`src/rtl/axi_pkg.sv`:
```
// Shared AXI definitions for the SRAM read slave: burst encodings,
// response codes, FSM state type and request legality check.
package axi_pkg;

    localparam logic [1:0] BURST_FIXED = 2'd0;
    localparam logic [1:0] BURST_INCR  = 2'd1;
    localparam logic [1:0] BURST_WRAP  = 2'd2;

    localparam logic [1:0] RESP_OKAY   = 2'b00;
    localparam logic [1:0] RESP_SLVERR = 2'b10;

    typedef enum logic {
        ST_IDLE  = 1'b0,
        ST_BURST = 1'b1
    } rd_state_t;

    // A request is answered with SLVERR beats (and no SRAM access) when the
    // burst type is reserved, the beat is wider than the 32-bit bus, or a
    // WRAP burst has a length AXI does not allow.
    function automatic logic is_illegal_req(input logic [1:0] burst,
                                            input logic [2:0] size,
                                            input logic [7:0] len);
        logic bad_wrap_len;
        bad_wrap_len = !((len == 8'd1) || (len == 8'd3) ||
                         (len == 8'd7) || (len == 8'd15));
        return (burst == 2'd3) || (size > 3'd2) ||
               ((burst == BURST_WRAP) && bad_wrap_len);
    endfunction

endpackage

```
`src/rtl/axi_rd_fifo.sv`:
```
// Small circular output buffer holding read beats {rdata, rresp, rlast}
// until the master accepts them. A push and a pop in the same cycle are
// allowed even when the buffer is full.
module axi_rd_fifo #(
    parameter int DATA_W = 35,
    parameter int DEPTH  = 2,
    parameter int CNT_W  = $clog2(DEPTH + 1),
    parameter int PTR_W  = (DEPTH > 1) ? $clog2(DEPTH) : 1
) (
    input  logic              clk,
    input  logic              rst,
    input  logic              push,
    input  logic [DATA_W-1:0] push_data,
    input  logic              pop,
    output logic [DATA_W-1:0] pop_data,
    output logic              vld,
    output logic [CNT_W-1:0]  count
);

    logic [DATA_W-1:0] mem [DEPTH];
    logic [PTR_W-1:0]  wr_ptr;
    logic [PTR_W-1:0]  rd_ptr;
    logic              do_push;
    logic              do_pop;

    function automatic logic [PTR_W-1:0] ptr_inc(input logic [PTR_W-1:0] p);
        return (p == PTR_W'(DEPTH - 1)) ? '0 : p + 1'b1;
    endfunction

    assign do_pop   = pop && (count != '0);
    assign do_push  = push && ((count != CNT_W'(DEPTH)) || do_pop);
    assign pop_data = mem[rd_ptr];
    assign vld      = (count != '0);

    // Beat storage: data only, never reset.
    always_ff @(posedge clk) begin
        if (do_push) begin
            mem[wr_ptr] <= push_data;
        end
    end

    // Pointer and occupancy bookkeeping.
    always_ff @(posedge clk) begin
        if (rst) begin
            wr_ptr <= '0;
            rd_ptr <= '0;
            count  <= '0;
        end else begin
            if (do_push) begin
                wr_ptr <= ptr_inc(wr_ptr);
            end
            if (do_pop) begin
                rd_ptr <= ptr_inc(rd_ptr);
            end
            case ({do_push, do_pop})
                2'b10:   count <= count + 1'b1;
                2'b01:   count <= count - 1'b1;
                default: count <= count;
            endcase
        end
    end

endmodule

```
`src/rtl/axi_sram_rd_slave.sv`:
```
// AXI4 read-only slave in front of a synchronous single-port SRAM.
// One burst at a time: AR is accepted in IDLE, then BURST issues one SRAM
// read per beat (at most one in flight) into a small output buffer that
// drives the R channel. Illegal requests return SLVERR beats without
// touching the SRAM.
module axi_sram_rd_slave
    import axi_pkg::*;
#(
    parameter int MEM_AW     = 14,
    parameter int FIFO_DEPTH = 2
) (
    input  logic              clk,
    input  logic              rst,
    input  logic [3:0]        arid,
    input  logic [31:0]       araddr,
    input  logic [7:0]        arlen,
    input  logic [2:0]        arsize,
    input  logic [1:0]        arburst,
    input  logic              arvalid,
    output logic              arready,
    output logic [3:0]        rid,
    output logic [31:0]       rdata,
    output logic [1:0]        rresp,
    output logic              rlast,
    output logic              rvalid,
    input  logic              rready,
    output logic              sram_en,
    output logic [MEM_AW-3:0] sram_addr,
    input  logic [31:0]       sram_rdata
);

    localparam int BUF_W = 35;
    localparam int CNT_W = $clog2(FIFO_DEPTH + 1);

    rd_state_t         state;
    logic              arready_q;
    logic [8:0]        issued_q;

    logic [3:0]        id_q;
    logic [31:0]       addr_q;
    logic [7:0]        len_q;
    logic [2:0]        size_q;
    logic [1:0]        burst_q;
    logic              illegal_q;

    logic              ar_hs;
    logic              pop;
    logic              issue_p0;
    logic              vld_p1;
    logic              last_p1;
    logic              err_p1;

    logic [BUF_W-1:0]  push_data;
    logic [BUF_W-1:0]  buf_data;
    logic              buf_vld;
    logic [CNT_W-1:0]  buf_count;
    logic [CNT_W:0]    occupancy;
    logic [31:0]       buf_rdata;
    logic [1:0]        buf_resp;
    logic              buf_last;

    // Address of the following beat for FIXED / INCR / WRAP sequencing.
    function automatic logic [31:0] next_beat_addr(input logic [31:0] addr,
                                                   input logic [1:0]  burst,
                                                   input logic [2:0]  size,
                                                   input logic [7:0]  len);
        logic [31:0] step;
        logic [31:0] incr;
        logic [31:0] wrap_mask;
        logic [31:0] result;
        step      = 32'd1 << size;
        incr      = addr + step;
        wrap_mask = (({24'd0, len} + 32'd1) << size) - 32'd1;
        case (burst)
            BURST_FIXED: result = addr;
            BURST_WRAP:  result = (addr & ~wrap_mask) | (incr & wrap_mask);
            default:     result = incr;
        endcase
        return result;
    endfunction

    // Outputs are forced quiet while reset is held, including the cycle in
    // which reset is first sampled.
    assign arready = arready_q && !rst;
    assign ar_hs   = arvalid && arready;
    assign rvalid  = buf_vld && !rst;
    assign pop     = rvalid && rready;

    assign {buf_rdata, buf_resp, buf_last} = buf_data;
    assign rid       = rst ? '0 : id_q;
    assign rdata     = rst ? '0 : buf_rdata;
    assign rresp     = rst ? '0 : buf_resp;
    assign rlast     = rst ? '0 : buf_last;
    assign sram_addr = rst ? '0 : addr_q[MEM_AW-1:2];

    // Issue stage p0: issue only while buffered + in-flight beats, after this
    // cycle's pop, leave room for the new one. Error beats go through the same
    // pipeline so latency and ordering are identical, but never strobe SRAM.
    assign occupancy = {1'b0, buf_count} + {{CNT_W{1'b0}}, vld_p1}
                     - {{CNT_W{1'b0}}, pop};
    assign issue_p0  = !rst && (state == ST_BURST)
                     && (issued_q <= {1'b0, len_q})
                     && (occupancy < (CNT_W + 1)'(FIFO_DEPTH));
    assign sram_en   = issue_p0 && !illegal_q;

    // Control FSM: AR acceptance, beats-issued count, return to IDLE on last pop.
    always_ff @(posedge clk) begin
        if (rst) begin
            state     <= ST_IDLE;
            arready_q <= 1'b1;
            issued_q  <= '0;
        end else begin
            case (state)
                ST_IDLE: begin
                    if (ar_hs) begin
                        state     <= ST_BURST;
                        arready_q <= 1'b0;
                        issued_q  <= '0;
                    end
                end
                ST_BURST: begin
                    if (issue_p0) begin
                        issued_q <= issued_q + 9'd1;
                    end
                    if (pop && buf_last) begin
                        state     <= ST_IDLE;
                        arready_q <= 1'b1;
                    end
                end
                default: begin
                    state     <= ST_IDLE;
                    arready_q <= 1'b1;
                end
            endcase
        end
    end

    // Request fields captured on AR; the beat address advances on each issue.
    always_ff @(posedge clk) begin
        if (ar_hs) begin
            id_q      <= arid;
            addr_q    <= araddr;
            len_q     <= arlen;
            size_q    <= arsize;
            burst_q   <= arburst;
            illegal_q <= is_illegal_req(arburst, arsize, arlen);
        end else if (issue_p0) begin
            addr_q <= next_beat_addr(addr_q, burst_q, size_q, len_q);
        end
    end

    // Stage p1: one read in flight; SRAM data arrives during this stage.
    always_ff @(posedge clk) begin
        if (rst) begin
            vld_p1 <= 1'b0;
        end else begin
            vld_p1 <= issue_p0;
        end
    end

    // Per-beat attributes travelling with the in-flight read.
    always_ff @(posedge clk) begin
        if (issue_p0) begin
            last_p1 <= (issued_q[7:0] == len_q);
            err_p1  <= illegal_q;
        end
    end

    assign push_data = {err_p1 ? 32'd0 : sram_rdata,
                        err_p1 ? RESP_SLVERR : RESP_OKAY,
                        last_p1};

    axi_rd_fifo #(
        .DATA_W (BUF_W),
        .DEPTH  (FIFO_DEPTH)
    ) u_rd_fifo (
        .clk       (clk),
        .rst       (rst),
        .push      (vld_p1),
        .push_data (push_data),
        .pop       (pop),
        .pop_data  (buf_data),
        .vld       (buf_vld),
        .count     (buf_count)
    );

endmodule

```
`config.mk`:
```
export PLATFORM = sky130hd
export DESIGN_NAME = axi_sram_rd_slave
export DESIGN_NICKNAME = d
export VERILOG_FILES = /design/src/rtl/axi_pkg.sv /design/src/rtl/axi_rd_fifo.sv /design/src/rtl/axi_sram_rd_slave.sv
export SDC_FILE = /design/constraint.sdc
export NUM_CORES = 1
export LEC_CHECK = 0
export ABC_CLOCK_PERIOD_IN_PS = 5900
export BUFFER_PORTS_ARGS = -buffer_cell sky130_fd_sc_hd__buf_2
export CAP_MARGIN = 25
export CORE_MARGIN = 2
export CORE_UTILIZATION = 56
export CTS_BUF_LIST = sky130_fd_sc_hd__clkbuf_8
export DETAILED_ROUTE_END_ITERATION = 6
export PLACE_DENSITY_LB_ADDON = 0.1
export SYNTH_ARGS = -nofsm -noshare
export SYNTH_HDL_FRONTEND = slang
export SYNTH_SLANG_ARGS = --single-unit
```
`constraint.sdc`:
```
create_clock -name clk -period 5.9 [get_ports clk]
set_clock_uncertainty 0.1 [all_clocks]
set_input_delay 1.18 -clock clk [delete_from_list [all_inputs] [get_ports clk]]
set_output_delay 1.18 -clock clk [all_outputs]
set_load 0.01 [all_outputs]
```
== Word level (Yosys, flattened, before mapping) ==
Memory sizes are Yosys's and may differ from the RTL's. A register that Yosys moved wholly into a read port is not among the register bits.
Cells that the tools add are included.

* Bits in registers: 68
* Bits in writable memories: 70
* Input bits: 85
* Output and inout port bits: 54
* Logic and storage cells: 105
* Memories kept: 1

* Add/sub/neg operators: 10
* $lt $le $gt $ge: 3
* Equality and inequality tests: 15
* Shift operators: 2
* Mux-type cells: 26
* Bitwise gates (word level): 5
* Reductions and logical operators: 28

{| class="wikitable"
|+ Memory list
! memory !! words !! bits a word !! read ports !! clocked after Yosys merged registers in !! write ports !! RTL line !! text
|-
| u_rd_fifo.mem || 2 || 35 || 1 || 1 || 1 || axi_rd_fifo.sv:20 || <nowiki>logic [DATA_W-1:0] mem [DEPTH];</nowiki>
|}

{| class="wikitable"
|+ Operator list
! kind !! number
|-
| 32-bit two-way mux || 4
|-
| 32-bit AND || 2
|-
| 32-bit one-hot mux with 2 select lines || 1
|-
| 32-bit adder || 1
|-
| 32-bit inverter || 1
|-
| 32-bit bitwise OR || 1
|-
| 1-bit by 3-bit << shifter with 32-bit output, first input constant || 1
|-
| 9-bit by 3-bit << shifter with 32-bit output || 1
|-
| 32-bit by 1-bit subtractor with 32-bit output, second input constant || 1
|-
| 9-bit two-way mux || 2
|-
| 9-bit one-hot mux with 2 select lines || 1
|-
| 1-bit logical AND || 12
|-
| 12-bit two-way mux || 1
|-
| 1-bit two-way mux || 11
|-
| 8-bit by 1-bit adder with 9-bit output, second input constant || 1
|-
| 9-bit by 1-bit adder with 9-bit output, second input constant || 1
|-
| 9-bit by 8-bit <= comparator with 1-bit output || 1
|-
| 2-bit equality test, second input constant || 4
|-
| 8-bit by 1-bit equality test with 1-bit output, second input constant || 1
|-
| 8-bit by 2-bit equality test with 1-bit output, second input constant || 1
|-
| 8-bit by 3-bit equality test with 1-bit output, second input constant || 1
|-
| 8-bit by 4-bit equality test with 1-bit output, second input constant || 1
|-
| 8-bit equality test || 1
|-
| 1-bit logical OR || 6
|-
| other kinds (19) || 31
|}

== Depth between registers and ports, before layout ==
Gate-level depths: netlist (run 1).

* Word-level depth: 9
* Gate-level depth with buffers: 15
* Mapped depth without buffers: 13

== Cells and area by module ==
A second synthesis (run 1) with hierarchy kept.

* Cell total of the unflattened synthesis: 699
* Area, all modules: 7,375.8 um^2

{| class="wikitable"
|+ Modules (own cells, without submodules)
! module !! times used !! cells each !! area an instance (um^2) !! sequential area each (um^2)
|-
| axi_sram_rd_slave || 1 || 561 || 4,606.9 || 1,261.2
|-
| axi_rd_fifo || 1 || 138 || 2,768.9 || 2,202.1
|}

== Worst setup path after synthesis (run 1) ==
Ideal clock, no wire load.

* Kind: in2out
* Start point: input rst
* End point: output sram_en
* Arrival time: 3.442 ns
* Data required time: 4.620 ns
* Path slack: 1.178 ns
* Stages on the path: 11
* Path buffers: 1
* Path through: nor2_1 -> and2_1 -> ha_1 -> nand2b_1 -> fa_1 -> xor2_1 -> nor4b_1 -> nand2_1 -> or2_2 -> clkbuf_1 -> nor2_1

* Word-level cells in the longest chain between the ends: 7
* Elaborated cells between the ends (all ways): 9
* Those cells by class: add/sub: 1; order compare: 1; reduce/logical: 7

{| class="wikitable"
|+ RTL lines
! element !! RTL line !! text
|-
| start, declared || axi_sram_rd_slave.sv:13 || <nowiki>input logic rst,</nowiki>
|-
| 1-bit zero test * || axi_sram_rd_slave.sv:86, axi_sram_rd_slave.sv:101 ||
|-
| 1-bit logical AND || axi_sram_rd_slave.sv:86 || <nowiki>assign rvalid = buf_vld && !rst;</nowiki>
|-
| 1-bit logical AND || axi_sram_rd_slave.sv:87 || <nowiki>assign pop = rvalid && rready;</nowiki>
|-
| 3-bit by 1-bit subtractor with 3-bit output || axi_sram_rd_slave.sv:100 || <nowiki>- {{CNT_W{1'b0}}, pop};</nowiki>
|-
| 3-bit by 2-bit < comparator with 1-bit output || axi_sram_rd_slave.sv:103 || <nowiki>&& (occupancy < (CNT_W + 1)'(FIFO_DEPTH));</nowiki>
|-
| 1-bit logical AND * || axi_sram_rd_slave.sv:103 ||
|-
| 1-bit logical AND * || axi_sram_rd_slave.sv:104 || <nowiki>assign sram_en = issue_p0 && !illegal_q;</nowiki>
|-
| end, declared || axi_sram_rd_slave.sv:27 || <nowiki>output logic sram_en,</nowiki>
|}

Mark *: on every way between the ends. The rest lies on a longest branch, timed or not.

== Worst setup path after layout (run 1) ==
Same ends and word-level chain as after synthesis.

==> reports/results.txt, run 1 <==
The run finished with clean final reports. The tools report the data required time at the worst endpoint as 4.62 ns. The final wirelength is 15300 um. The placer congestion estimate was 0.952. The buffer cell driving the clock tree root was sky130_fd_sc_hd__clkbuf_8.

The dominant synthesized flop cell was sky130_fd_sc_hd__edfxtp_1. The share of cells above drive strength 1 came out at 0.227. Routed wire length per instance: 16.0 um. Max-cap violations in this run came to 0.

In this run the worst path has a maximum fanout of 6. The first global-routing pass estimated 24200 um of wire. The part of the total power dissipated in sequential elements was 0.489; the relative slew slack was 0.313.

After layout, the design draws a total of 2.09 mW. The first routing iteration left 447 violations. Counting the buffers created by CTS gives 17. Buffers placed on the I/O ports in this run total 119. The area growth from synthesis to layout is 15.5%.

The all-layer global routing usage is 0.235. For the pin with the worst max-slew slack, the measured transition is 1.03 ns. The number of synthesized flops with an enable pin was 102; the area share of the largest cell type after synthesis was 0.438. The endpoint type of the worst setup path is an output pin. The total vias in the final route is 5383, and the maximum operating frequency is 0.205 GHz. Number of warnings printed during yosys synthesis: 0. The class of the tightest hold or removal check was reg2reg.

The average instance in the mapped netlist occupies 10.5 um^2. Measured in cells, the most critical reg-to-reg path has a length of 12. After clock tree synthesis, the flow added hold-fix buffers numbering 0.

The run gives 0 as the global route total overflow. Clock period minus final worst setup slack: 4.89 ns. The startpoint of the worst hold path is last_p1.

STA classifies the critical path startpoint as an input pin. The count of nets left with antenna violations once routing finished came out at 0. TritonCTS built the clock tree.

The power share of the clock group came out at 0.334. The part of the power in combinational logic is 0.177, and the post-synthesis instance area is 6990 um^2. The internal portion of the total power is 1.51 mW. From bottom edge to top edge, the die measures 116 um. Worst hold slack: 0.351 ns. After synthesis, the most frequently instantiated cells are sky130_fd_sc_hd__edfxtp_1 (102), sky130_fd_sc_hd__nor2_1 (78), sky130_fd_sc_hd__nor2b_1 (55). The logs give 882 for the net total in the final layout and 0 for the number of max-slew violations in the final report. The post-DP HPWL was 10700 um.

The fraction of synthesis flops using an asynchronous set or reset pin is 0, and the width of the die is 116 um. After detailed routing, the number of remaining DRC violations is 0. The most frequently used cell type in the post-synthesis netlist is sky130_fd_sc_hd__edfxtp_1. The placeable core region is 12100 um^2. The run gives 583 uW as the switching power. Setup repair after global routing left no endpoint under its margin.

For the total setup buffers inserted after CTS, the log shows 0. The part of the Yosys area used for sequential elements is 0.487. The die covers 13400 um^2. The logs give 5090 for the via count of the first global-routing pass and 59 for the largest net degree at the start of global routing.

At the worst endpoint, the arrival time is 3.61 ns. The number of nets in the synthesized netlist is 777, and the leakage power of the design is 3.16 nW. The cell taking the most area after synthesis was sky130_fd_sc_hd__edfxtp_1.

The power per unit of standard cell area is 259 nW/um^2, and the flop-to-flop setup slack is 1.61 ns. The worst voltage drop across the vdd grid was 0.000166 V; the number of register bits inferred by synthesis was 119. Fraction of power spent switching nets: 0.279. The initial core utilization came out at 0.577.

The tools report the latest clock arrival within the worst-skew pair as 0.45 ns. The critical path in this run is classified as in2out. The count of TritonRoute iterations in the first routing pass is 6, and the row count is 40. The H-tree generated during clock tree synthesis spans 4 levels.

Counting along the longest clock path gives a buffer depth of 2. The routed via count divided by cell count was 5.63. In this run the count of I/O pins placed on the die edge is 139. Setup violations remaining at the end of the flow were counted as 0.

The number of antenna violations at the first check in global routing is 0, and the number of sinks on the clock net is 119. The beginning of the critical path was rst. Clock-pin slew was measured on the worst setup and hold paths at 0.07 ns. The run gives 0 ns as the setup TNS after final layout. The launching point of the worst reg2reg path is size_q[0].

The destination of the critical timing path was sram_en. The tools report the core occupancy in the finished layout as 0.667. Post-CTS repair changed the size of 0 cells. For the count of endpoints failing hold in the final timing report, the log shows 0. Ranked by total cell area, the synthesized netlist is headed by sky130_fd_sc_hd__edfxtp_1 (44%), sky130_fd_sc_hd__mux2i_1 (6.0%), sky130_fd_sc_hd__nor2b_1 (4.9%), sky130_fd_sc_hd__dfxtp_1 (4.9%), sky130_fd_sc_hd__nor2_1 (4.2%).

The final worst-path cycle share is 0.828. The number of different library cells used by synthesis comes to 76. The cell count after synthesis came out at 669.
-- placed cells by master (no fill, tap or decap), types with 21 or more instances in the layout --
cell / n
sky130_fd_sc_hd__buf_2: 119
sky130_fd_sc_hd__o21ai_0: 22
sky130_fd_sc_hd__edfxtp_1: 102
sky130_fd_sc_hd__mux2i_1: 42
sky130_fd_sc_hd__nor2_1: 76
sky130_fd_sc_hd__a21oi_1: 36
sky130_fd_sc_hd__nor2b_1: 55
sky130_fd_sc_hd__ha_1: 21
sky130_fd_sc_hd__inv_1: 27
sky130_fd_sc_hd__nand2_1: 34
-- power by group through the flow --
| stage | Sequential (mW) | Combinational [mW] | Clock, mW |
|---|---|---|---|
| 2_1_floorplan | 1.02 | 0.271 | 0 |
| 3_3_place_gp | 1.05 | 0.340 | 0 |
| 3_5_place_dp | 1.05 | 0.357 | 0 |
| 4_1_cts | 1.03 | 0.360 | 0.720 |
| 5_1_grt | 1.03 | 0.410 | 0.754 |
| 6_report | 1.02 | 0.370 | 0.699 |
-- worst max-delay path: stages --
cell and delay [ns]:
sky130_fd_sc_hd__buf_2 0.10, sky130_fd_sc_hd__nor2_1 0.14, sky130_fd_sc_hd__and2_1 0.14, sky130_fd_sc_hd__ha_1 0.22, sky130_fd_sc_hd__nand2b_1 0.15, sky130_fd_sc_hd__fa_1 0.37, sky130_fd_sc_hd__xor2_1 0.15, sky130_fd_sc_hd__nor4b_1 0.34
sky130_fd_sc_hd__nand2_1 0.18, sky130_fd_sc_hd__or2_2 0.37, sky130_fd_sc_hd__nor2_1 0.12, sky130_fd_sc_hd__buf_2 0.14
-- metal layers --
metal,wire length (um),track usage,up-vias
li1,-,-,2668
met5,0,0,-
met4,163,0.0960,0
met3,1060,0.0539,14
met1,6470,0.297,2505
met2,7610,0.393,196
-- through the flow --
stage | cell area, um^2 | instances | setup slack, ns
after floorplan | 6990 | 669 | 1.18
after global placement | 7650 | 920 | 1.05
after detailed placement | 7680 | 922 | 1.01
after CTS | 8060 | 954 | 1.02
after global routing | 8080 | 955 | 0.850
final | 8080 | 956 | 1.01
-- cells by family after synthesis --
kind of cell,count (synthesis),share of synthesized area
fa+ha+maj,23,0.0433
flops,119,0.487
simple gates,244,0.181
buf+inv,64,0.0413
mux,45,0.0665
xor+xnor,33,0.0413
other cells,1,0.000536
compound gates,140,0.139
-- cell type report --
cell class,instances,area [um^2]
fillers,980,4030
flip-flops and latches,119,3400
multi-input cells,486,3320
repair buffers,126,681
clock buffers,17,234
well taps,168,210
clock inverters,15,140
inverters,24,90.1
diodes,1,2.50
-- worst min-delay path by stage --
stage	endpoint	slack, ns	cells past startpoint
3_3_place_gp	u_rd_fifo.mem[0][0]	0.33	0
4_1_cts	u_rd_fifo.mem[0][0]	0.36	0
5_1_grt	u_rd_fifo.mem[0][0]	0.38	0
3_5_place_dp	arready_q	0.36	2
2_1_floorplan	u_rd_fifo.mem[0][0]	0.32	0
6_report	u_rd_fifo.mem[0][0]	0.35	0
Power figures use the tool's default switching activity.
==> run 2, diff against run 1 <==
--- a/config.mk
+++ b/config.mk
@@ -5,11 +5,11 @@
 export SDC_FILE = /design/constraint.sdc
 export NUM_CORES = 1
 export LEC_CHECK = 0
-export ABC_CLOCK_PERIOD_IN_PS = 5900
+export ABC_CLOCK_PERIOD_IN_PS = 4000
 export BUFFER_PORTS_ARGS = -buffer_cell sky130_fd_sc_hd__buf_2
 export CAP_MARGIN = 25
 export CORE_MARGIN = 2
-export CORE_UTILIZATION = 56
+export CORE_UTILIZATION = 52
 export CTS_BUF_LIST = sky130_fd_sc_hd__clkbuf_8
 export DETAILED_ROUTE_END_ITERATION = 6
 export PLACE_DENSITY_LB_ADDON = 0.1
==> constraint.sdc (replaced) <==
create_clock -name clk -period 4 [get_ports clk]
set_clock_uncertainty 0.1 [all_clocks]
set_input_delay 0.8 -clock clk [delete_from_list [all_inputs] [get_ports clk]]
set_output_delay 0.8 -clock clk [all_outputs]
set_load 0.01 [all_outputs]
==> run 2 against run 1 <==
Effect of this change: clock power increased by 35%; die area up 7.4%; total power up 44%; utilization decreased by 5.0 points; first-iteration DRC count fell by 0.45%; count of clock-buffer cells in the layout is the same; worst setup slack lost 0.86 ns; critical path depth unchanged; highest routed layer unchanged.
==> reports/results.txt, run 2 (synthesis gave the netlist of run 1 again) <==
The flow ran to the end, and the final reports show no timing, DRC or antenna violations. Maximum fanout encountered on the critical timing path: 6 (unchanged). The top cell types in the final layout, fill and taps aside, are sky130_fd_sc_hd__buf_2 (119), sky130_fd_sc_hd__edfxtp_1 (102), sky130_fd_sc_hd__nor2_1 (74), sky130_fd_sc_hd__nor2b_1 (55), sky130_fd_sc_hd__mux2i_1 (42).

Number of design-rule violations left by the first detailed-router iteration: 445 (-0.45%). The number of antenna violations at the first check in global routing is 0 (unchanged), and the power share of the clock group is 0.313 (-0.021). Instance count after placement with tap cells included: 941 (+2.1%). The via count of the first global-routing pass was 5387 (+5.8%). The largest net degree at the start of global routing was 59 (unchanged). For the maximum clock path buffer count, the log shows 2 (unchanged).

The clock slew at the register clock pins of the worst setup and hold paths was 0.08 ns (about the same); the data arrival at the endpoint of the critical path was 2.95 ns (-0.66 ns). Relative to the synthesized area, the layout overhead comes to 16.3%. For the leakage power of the design, the log shows 3.18 nW (+0.59%). For the relative slew slack, the log shows 0.405 (+0.0917). The total vias in the final route came out at 5478 (+1.8%). For the finished layout, the period the worst path requires is 3.85 ns. The least setup slack across all paths after layout is 0.149 ns (-0.864 ns). Height of the chip: 120 um (+3.6%).

The run gives 11300 um (+5.7%) as the post-DP HPWL. The tools report the worst voltage drop across the vdd grid as 0.000151 V (-9.2%). The count of endpoints failing hold in the final timing report was 0 (unchanged); the internal power summed over all cells was 2.11 mW (+40%). The final worst-path cycle share is 0.963. The count of boundary I/O pins is 139 (unchanged), and the share of cells above drive strength 1 is 0.246 (+0.0185).

Buffer cell driving the clock tree root: sky130_fd_sc_hd__clkbuf_8. The logs give 0.530 (-0.0472) for the initial core utilization and 0.0155 ns (-0.996 ns) for the worst setup slack after placement. The worst hold slack was 0.354 ns (+0.00308 ns).

Kind of critical path: reg2out. The width of the die is 120 um (+3.6%), and the latest clock arrival within the worst-skew pair is 0.44 ns (about the same). The TritonCTS buffer count is 17 (unchanged), and the part of the power in combinational logic is 0.188 (+0.011). The number of maximum-capacitance violations is 0 (unchanged), and the final routed DRC violation total is 0 (unchanged). The final antenna-violating net count is 0 (unchanged), and the routed via count divided by cell count is 5.63 (about the same). The logs give 892 (+1.1%) for the net total in the final layout and 0.260 GHz for the maximum operating frequency. The logs give 893 uW (+53%) for the switching power and 0.232 (-0.00285) for the all-layer global routing usage. The part of the total power dissipated in sequential elements was 0.499 (+0.010); the placer congestion estimate was 0.882 (-7.3%). The slew at the pin closest to its max-slew limit was 0.871 ns (-0.160 ns); the total setup buffers inserted after CTS was 0 (unchanged). The number of max-slew violations in the final report came out at 0 (unchanged). STA classifies the critical path endpoint as an output pin.

The total of endpoints with negative setup slack in the final report was 0 (unchanged); the row count was 42 (+5.0%). The logs give 0 (-1) for the number of antenna diodes and 5 (-1) for the count of TritonRoute iterations in the first routing pass. The logs give 973 (+1.8%) for the number of non-filler instances in the completed layout and 26300 um (+8.8%) for the first-pass GRT wire length.

The global route total overflow was 0 (unchanged); the routed wire length per instance was 16.5 um (+3.1%). The number of buffers inserted by port buffering was 119 (unchanged). The setup TNS after final layout is 0 ns (unchanged), and the number of sinks on the clock net is 119 (unchanged).

For the final wirelength, the log shows 16100 um (+5.0%). TritonCTS built the clock tree. The tools report the total of fill cells in the finished design as 1119 (+14%). STA classifies the critical path startpoint as a register.

The most common cell after layout, fill and taps aside was sky130_fd_sc_hd__buf_2. The placeable core region came out at 13200 um^2 (+8.9%). The class of the tightest hold or removal check is reg2reg.

The power per unit of standard cell area was 370 nW/um^2 (+43%); the floorplan die area was 14400 um^2 (+7.4%). The fraction of power spent switching nets came out at 0.297 (+0.0182). The data required time at the worst endpoint was 3.10 ns (-1.52 ns).

The tools report the depth of the CTS H-tree as 4 (unchanged).
-- run 2: critical path, cell delays in order (launching register included) --
cell	delay, ns
sky130_fd_sc_hd__dfxtp_4	0.37
sky130_fd_sc_hd__nor2_2	0.14
sky130_fd_sc_hd__nor2_2	0.07
sky130_fd_sc_hd__and2_1	0.15
sky130_fd_sc_hd__ha_1	0.26
sky130_fd_sc_hd__nand2b_1	0.16
sky130_fd_sc_hd__fa_2	0.34
sky130_fd_sc_hd__xor2_1	0.15
sky130_fd_sc_hd__nor4b_2	0.27
sky130_fd_sc_hd__nand2_1	0.10
sky130_fd_sc_hd__or2_4	0.28
sky130_fd_sc_hd__nor2_1	0.09
sky130_fd_sc_hd__buf_2	0.13
-- run 2: worst paths after layout --
kind,startpoint,to,slack (ns),depth (start not counted)
hold / removal,last_p1,u_rd_fifo.mem[1][0],0.35,0
setup reg to reg,size_q[1],register,0.54,12
setup / recovery,u_rd_fifo.count[1],sram_en,0.15,12
hold reg to reg,last_p1,u_rd_fifo.mem[1][0],0.35,0
-- run 2: repair_timing --
item | CTS | global route
gates resized for setup | 3 | 6
hold buffers | 0 | 0
pin swaps | 0 | 3
endpoints found under the setup margin | 1 | 1
-- run 2: power groups by stage --
stage | Combinational [mW] | Clock, mW | Sequential (mW)
after floorplan | 0.400 | 0 | 1.50
after global placement | 0.547 | 0 | 1.52
after detailed placement | 0.558 | 0 | 1.53
after CTS | 0.562 | 0.964 | 1.50
after global routing | 0.629 | 1.01 | 1.51
final | 0.565 | 0.942 | 1.50
-- run 2: area by class of cell --
class                           count  area, um^2  area share
Tap cell                          176         220      0.0271
Clock inverter                     15         105      0.0129
Multi-Input combinational cell    486        3340       0.410
Inverter                           24        90.1      0.0111
Timing Repair Buffer              136         736      0.0905
Clock buffer                       17         234      0.0288
Sequential cell                   119        3410       0.419
-- run 2: layer usage --
metal,vias up,track usage,part of all wire
met5,-,0,0
met3,30,0.0513,0.054
met2,166,0.388,0.49
met4,0,0.0838,0.018
met1,2592,0.297,0.44
li1,2690,-,-
-- run 2: stage by stage --
step	total power [mW]	area, um^2	util
finish	3.01	8130	0.617
global route	3.15	8130	0.617
CTS	3.03	8120	0.615
detailed placement	2.09	7770	0.589
global placement	2.07	7770	0.589
floorplan	1.90	6990	-
